==> src/rtl/b_minus_ka_sequencer_pkg.sv <==
// Shared encodings and default widths for the B - k*A sequencer.
package b_minus_ka_sequencer_pkg;

    localparam int DEF_WIDTH = 16;
    localparam int DEF_KW    = 4;

    typedef enum logic [1:0] {
        IDLE = 2'b00,
        RUN  = 2'b01,
        DONE = 2'b10
    } state_e;

endpackage

==> src/rtl/adder_subtractor_16_bit.sv <==
// 16-bit adder/subtractor: sum = a + (b ^ {16{sub}}) + sub; cout is the raw carry out.
module adder_subtractor_16_bit (
    input  logic [15:0] a,
    input  logic [15:0] b,
    input  logic        sub,
    output logic [15:0] sum,
    output logic        cout
);

    assign {cout, sum} = {1'b0, a} + {1'b0, b ^ {16{sub}}} + {16'b0, sub};

endmodule

==> src/rtl/b_minus_ka_sequencer.sv <==
// Computes B - k*A (mod 2^16) by running one shared subtractor k times,
// with a start/busy/done handshake and a sticky borrow.
module b_minus_ka_sequencer
    import b_minus_ka_sequencer_pkg::*;
#(
    parameter int WIDTH = DEF_WIDTH,
    parameter int KW    = DEF_KW
) (
    input  logic             clk,
    input  logic             rst_n,
    input  logic             start,
    input  logic [WIDTH-1:0] a,
    input  logic [WIDTH-1:0] b,
    input  logic [KW-1:0]    k,
    output logic             busy,
    output logic             done,
    output logic [WIDTH-1:0] result,
    output logic             borrow
);

    state_e           state_q, state_d;
    logic [WIDTH-1:0] a_reg_q, a_reg_d;
    logic [WIDTH-1:0] acc_q, acc_d;
    logic [KW-1:0]    cnt_q, cnt_d;
    logic             borrow_q, borrow_d;

    logic [WIDTH-1:0] diff;
    logic             carry;

    adder_subtractor_16_bit u_addsub (
        .a    (acc_q),
        .b    (a_reg_q),
        .sub  (1'b1),
        .sum  (diff),
        .cout (carry)
    );

    always_comb begin
        state_d  = state_q;
        a_reg_d  = a_reg_q;
        acc_d    = acc_q;
        cnt_d    = cnt_q;
        borrow_d = borrow_q;
        case (state_q)
            IDLE: begin
                if (start) begin
                    a_reg_d  = a;
                    acc_d    = b;
                    cnt_d    = k;
                    borrow_d = 1'b0;
                    state_d  = (k == '0) ? DONE : RUN;
                end
            end
            RUN: begin
                // A subtraction borrows exactly when the adder produces no carry.
                acc_d    = diff;
                borrow_d = borrow_q | ~carry;
                cnt_d    = cnt_q - KW'(1);
                if (cnt_q == KW'(1)) state_d = DONE;
            end
            DONE:    state_d = IDLE;
            default: state_d = IDLE;
        endcase
    end

    always_ff @(posedge clk or negedge rst_n) begin
        if (!rst_n) begin
            state_q  <= IDLE;
            a_reg_q  <= '0;
            acc_q    <= '0;
            cnt_q    <= '0;
            borrow_q <= 1'b0;
        end else begin
            state_q  <= state_d;
            a_reg_q  <= a_reg_d;
            acc_q    <= acc_d;
            cnt_q    <= cnt_d;
            borrow_q <= borrow_d;
        end
    end

    assign busy   = (state_q != IDLE);
    assign done   = (state_q == DONE);
    assign result = acc_q;
    assign borrow = borrow_q;

endmodule

==> config.mk <==
export PLATFORM = sky130hd
export DESIGN_NAME = b_minus_ka_sequencer
export DESIGN_NICKNAME = d
export VERILOG_FILES = /design/src/rtl/b_minus_ka_sequencer_pkg.sv /design/src/rtl/adder_subtractor_16_bit.sv /design/src/rtl/b_minus_ka_sequencer.sv
export SDC_FILE = /design/constraint.sdc
export NUM_CORES = 1
export LEC_CHECK = 0
export BUFFER_PORTS_ARGS = -buffer_cell sky130_fd_sc_hd__buf_2
export CORE_ASPECT_RATIO = 1.1
export CORE_MARGIN = 2
export CORE_UTILIZATION = 50
export DETAILED_ROUTE_END_ITERATION = 10
export PLACE_DENSITY = 0.83
export SYNTH_ARGS = -nofsm -noshare
export SYNTH_HDL_FRONTEND = slang
export SYNTH_SLANG_ARGS = --single-unit
==> constraint.sdc <==
create_clock -name clk -period 2.9 [get_ports clk]
set_input_delay 0.145 -clock clk [delete_from_list [all_inputs] [get_ports clk]]
set_output_delay 0.145 -clock clk [all_outputs]
set_load 0.02 [all_outputs]
* Word-level counts from Yosys, hierarchy flattened
Cells that the tools add are included.
** Operators by class
- Add/subtract/negate cells :: 3
- $mul :: 0
- Div/mod/pow operators :: 0
- Magnitude comparators :: 0
- Equality and inequality tests :: 5
- Shift operators :: 0
- Mux-type cells :: 10
- Bitwise gates (word level) :: 3
- Reduce and logical (&&, ||, !) cells :: 7
** Operator list (number)
- $pmux 16 s2 :: 1
- $add 16x16->17 :: 1
- $add 17x1->17 const B :: 1
- $mux 16 :: 1
- $not 16->16 :: 1
- $pmux 4 s2 :: 1
- $mux 2 :: 3
- $reduce_and 2->1 :: 3
- $eq 4x1->1 const B :: 1
- $logic_not 4->1 :: 1
- $mux 4 :: 1
- $ne 2x2->1 const B :: 2
- $pmux 2 s2 :: 1
- $reduce_bool 2->1 :: 2
- $sub 4x1->4 const B :: 1
- $eq 2x1->1 const B :: 1
- $eq 2x2->1 const B :: 1
- $logic_not 2->1 :: 1
- $pmux 1 s2 :: 1
- $mux 1 :: 1
- $not 1->1 :: 1
- $or 1x1->1 :: 1
** Word-level totals
- Flip-flop bits (word level) :: 39
- Bits in latches :: 0
- Bits in writable memories :: 0
- ROM bits :: 0
- Input port bits :: 39
- Output and inout port bits :: 19
- Logic and storage cells :: 33
- Memories :: 0

* Logic depth before layout (Yosys ltp)
- Word-level depth :: 6
- Mapped depth :: 9
- Gate-level depth less buffers :: 9

* Modules after synthesis
A second synthesis with hierarchy kept.
** Second synthesis, totals
- Cell total of the unflattened synthesis :: 290
- Area, all modules :: 2845.2 um2
** By module, submodules not included
- b_minus_ka_sequencer :: instances 1, cells an instance 167, area each 1911.8 um2, seq. area each 975.9 um2
- adder_subtractor_16_bit :: instances 1, cells an instance 123, area each 933.4 um2, seq. area each 0.0 um2

* Worst setup path before layout
Ideal clock, no wire load.
- Path kind :: register -> register
- From :: reg acc_q[0] (netlist: result[0])
- To :: reg acc_q[12] (netlist: result[12])
- Library setup time :: 0.069 ns
- Data arrival time :: 2.260 ns
- Required time :: 2.831 ns
- Setup slack :: 0.571 ns
- Cell stages (with the launch flop) :: 10
- Buffers on the path :: 0
- Clock period less this slack :: 2.329 ns
- Cells stage by stage :: dfrtp_1 inv_1 ha_1 fa_1 and2b_1 o211ai_2 a31oi_4 a21oi_2 or4_1 nand3_1
** Between the ends
- Word-level cells in the longest chain between the ends :: 3
** Ends and longest elaborated chain
- from (decl) :: line b_minus_ka_sequencer.sv:23 : logic [WIDTH-1:0] acc_q, acc_d;
- from (signal assigned) :: line b_minus_ka_sequencer.sv:70 : acc_q <= '0;
- from (signal assigned) :: line b_minus_ka_sequencer.sv:76 : acc_q <= acc_d;
- $add 16x16->17 :: line adder_subtractor_16_bit.sv:10 : assign {cout, sum} = {1'b0, a} + {1'b0, b ^ {16{sub}}} + {16'b0, sub};
- $add 17x1->17 :: line adder_subtractor_16_bit.sv:10
- $pmux 16 s2 :: line b_minus_ka_sequencer.sv:44 : case (state_q)
No other way between the ends.
A chain may end at the register's enable or synchronous reset.

* Worst setup path after layout
Same ends and word-level chain as after synthesis.

==> results by group <==
Final layout
  • Finished Core Util: 60.2%
  • Final Non-Filler Cells: 407
  • # nets final: 406
  • Register Area: 976 sq um
  • Ant. Diodes: 0
  • Fill cell count: 448
  • P&R area growth vs syn: 17.5%
  • Layout cell share with drive strength beyond 1: 23.2%
  • Multi-input gate area: 1420 sq um

Yosys
  • Post-Synth XOR/XNOR Area: 3.47%
  • Mapped cell area: 2530 sq um
  • Register bit total from synthesis: 39
  • Post-synth EDFFs: 0
  • Syn avg cell area: 8.69 sq um
  • Post-Syn Nets: 349
  • Largest family of logic cells by synthesized area: compound AO/OA/AOI/OAI gates
  • Synth Area in Simple Gates: 19.3%
  • Async SR Flop Fraction: 100%
  • Largest area contributor in the netlist: dfrtp_1
  • Yosys warns: 0
  • Sequential-to-total area share from yosys stat: 38.6%
  • Post-synth top flop: dfrtp_1
  • Synth Area in Adders: 9.70%
  • Post-Synthesis Cells: 291
  • Share of the synthesized area in the top cell type: 38.6%
  • Synth area leaders: dfrtp_1 (39%), ha_1 (8.9%), a21oi_1 (5.7%)
  • Distinct cells, synth: 52
  • Compound-Gate Fraction of Synth Area: 22.4%
  • Mux contribution to synthesized area: 1.24%

GRT
  • Initial antenna violation count: 0
  • Number of global-route vias before repair: 2308
  • Total Routing Usage GR: 22.6%
  • Aggregate global routing overflow: 0
  • First-pass GRT wire length: 10200 microns
  • Pin count of the biggest net entering global routing: 40

CTS
  • Clk sinks: 39
  • Post-CTS sizing: 0
  • Clock-pin slew on the worst setup and hold paths: 80 ps
  • Post-CTS setup buffers: 0
  • Root buf cell: clkbuf_8
  • Num CTS Buffers: 5
  • TritonCTS clock tree: done
  • Worst-skew pair later-pin latency: 300 ps
  • CTS H-tree lvls: 2
  • Hold buffers post-CTS: 0
  • Clock Path Buffers: 2

Die
  • Initial Util: 51.2%
  • Die area: 5640 sq um
  • # IOs: 58
  • Core area: 4930 sq um
  • Cell row count: 27
  • Die Wd: 71.8 microns
  • Die height: 78.6 microns

Setup path
  • Arr. time, crit path: 2590 ps
  • CP max-delay cell: or4_1
  • Worst r2r src: result[0]$_DFFE_PN0P_
  • R2r setup slk: 540 ps
  • Worst setup EP type: register
  • Required time worst endpoint: 3140 ps
  • Crit-path cells: inv_1, ha_1, fa_1, and2b_1, o211ai_2, a31oi_4, a21oi_2, or4_1, nand3_1
  • WP depth: 9
  • Critical path peak fanout: 4
  • Crit start category: register
  • Reg2Reg Capture Point: result[12]$_DFFE_PN0P_
  • CP bufs+invs: 1
  • Setup CP Type: register to register
  • Slowest Stage Delay on Critical Path: 470 ps
  • Worst-case reg-to-reg path depth: 9
  • Top delay family on crit path: simple AND/OR/NAND/NOR gates

STA
  • Final hold viol count: 33
  • Final Cycle Share: 81.2%
  • Slew Limit Fails: 0
  • Worst-Margin Slew: 921 ps
  • Setup_tns: 0 ps
  • Skew final: 7.87 ps
  • Fin crit period: 2360 ps
  • Fmax: 425 MHz
  • Final setup viols: 0
  • Unrepaired setup endpoints after global routing: no
  • Rel. slew slack: 38.6%
  • Min Hold Slack: -23.3 ps

Worst hold path
  • Worst Hold Class: input port to async pin

Job
  • Max cap viols: 0

Detailed routing
  • Final ANT Viol Nets: 0
  • DR DRC count: 0
  • Drt pass-1 iters: 4
  • Drt wl/cell: 14.4 microns
  • Final WL: 5870 microns
  • Vias per Instance: 5.65
  • Via count: 2300
  • Initial drt markers: 96

Status
  • Status: complete, but fails checks
  • Violated checks: hold timing

Place
  • Placer's final routability congestion estimate: 0.900
  • IO buf count: 57
  • Dpl hpwl: 4340 microns
  • Placed Instances: 399
[worst max-delay path by stage]
| stage | from | to | slack (ps) |
|---|---|---|---|
| 6_report | result[0]$_DFFE_PN0P_ | result[12]$_DFFE_PN0P_ | 540 |
| 5_1_grt | result[0]$_DFFE_PN0P_ | result[12]$_DFFE_PN0P_ | 470 |
| 2_1_floorplan | result[0]$_DFFE_PN0P_ | result[12]$_DFFE_PN0P_ | 570 |
| 4_1_cts | result[0]$_DFFE_PN0P_ | result[12]$_DFFE_PN0P_ | 550 |
| 3_5_place_dp | result[0]$_DFFE_PN0P_ | result[12]$_DFFE_PN0P_ | 570 |
| 3_3_place_gp | result[0]$_DFFE_PN0P_ | result[12]$_DFFE_PN0P_ | 630 |
[Yosys cell counts (2+ instances only)]
library cell	n
a22oi_1	2
ha_1	18
nand2_1	31
or2_2	2
nor4_1	3
dfrtp_1	39
and3_1	4
nand2b_1	6
o22ai_1	3
inv_1	21
or4_1	2
clkbuf_1	8
xor2_1	6
xnor2_1	4
buf_4	2
nor2_1	18
o21ai_0	29
nor2b_1	3
a31o_2	2
nor3b_1	9
a21oi_1	29
mux2i_1	2
nand3_1	6
a21o_1	2
buf_2	2
nor3_1	9
a21oi_2	2
o22a_1	3
[kinds of logic after synthesis]
family | after synthesis
simple gates | 98
compound gates | 89
flops | 39
buf+inv | 33
fa+ha+maj | 19
xor+xnor | 10
mux | 3
[cell usage in the layout (no fill, tap or decap), drive strengths merged, types with 2 or more instances in the layout]
cell type / synthesis / final
o22a: 3 / 3
nor3: 9 / 9
nand2: 31 / 31
clkbuf: 8 / 8
nand3: 6 / 6
buf: 4 / 62
dfrtp: 39 / 39
ha: 18 / 18
a21oi: 31 / 31
o22ai: 3 / 3
or4: 2 / 2
inv: 21 / 21
a22oi: 2 / 2
mux2i: 2 / 2
and2: 2 / 2
xnor2: 4 / 4
a21o: 2 / 2
and3: 4 / 4
a31o: 2 / 2
nor2: 18 / 18
nand2b: 6 / 6
o21ai: 30 / 30
nor3b: 9 / 9
nor4: 3 / 3
xor2: 6 / 6
or2: 2 / 2
nor2b: 3 / 3
a31oi: 2 / 2
[layout make-up]
cell class,count,area share [%]
inverters,21,2.65
repair buffers,62,10.9
multi-input cells,219,47.8
clock buffers,8,3.37
flip-flops and latches,39,32.9
well taps,58,2.44
[state kept, by name, indices dropped and copies added (netlist names)]
name,flops
a_reg_q,16
borrow,1
cnt_q,4
result,16
state_q,2
[stage by stage]
stage	hold slack (ps)	cell area, sq um	setup WS (ps)
3_5_place_dp	330	2870	574
5_1_grt	42.1	2970	466
2_1_floorplan	-151	2530	571
4_1_cts	6.19	2970	551
6_report	-23.3	2970	545
3_3_place_gp	312	2870	632
[routing by layer]
layer	vias up	wire [microns]	GRT usage [%]
met5	-	0	0
met4	0	76	7.36
met3	6	275	4.75
met2	54	2970	40.6
met1	1091	2550	26.5
li1	1149	-	-
Power is not shown: default switching activity piles up to over one toggle a cycle in this logic, so the estimate is an artifact.
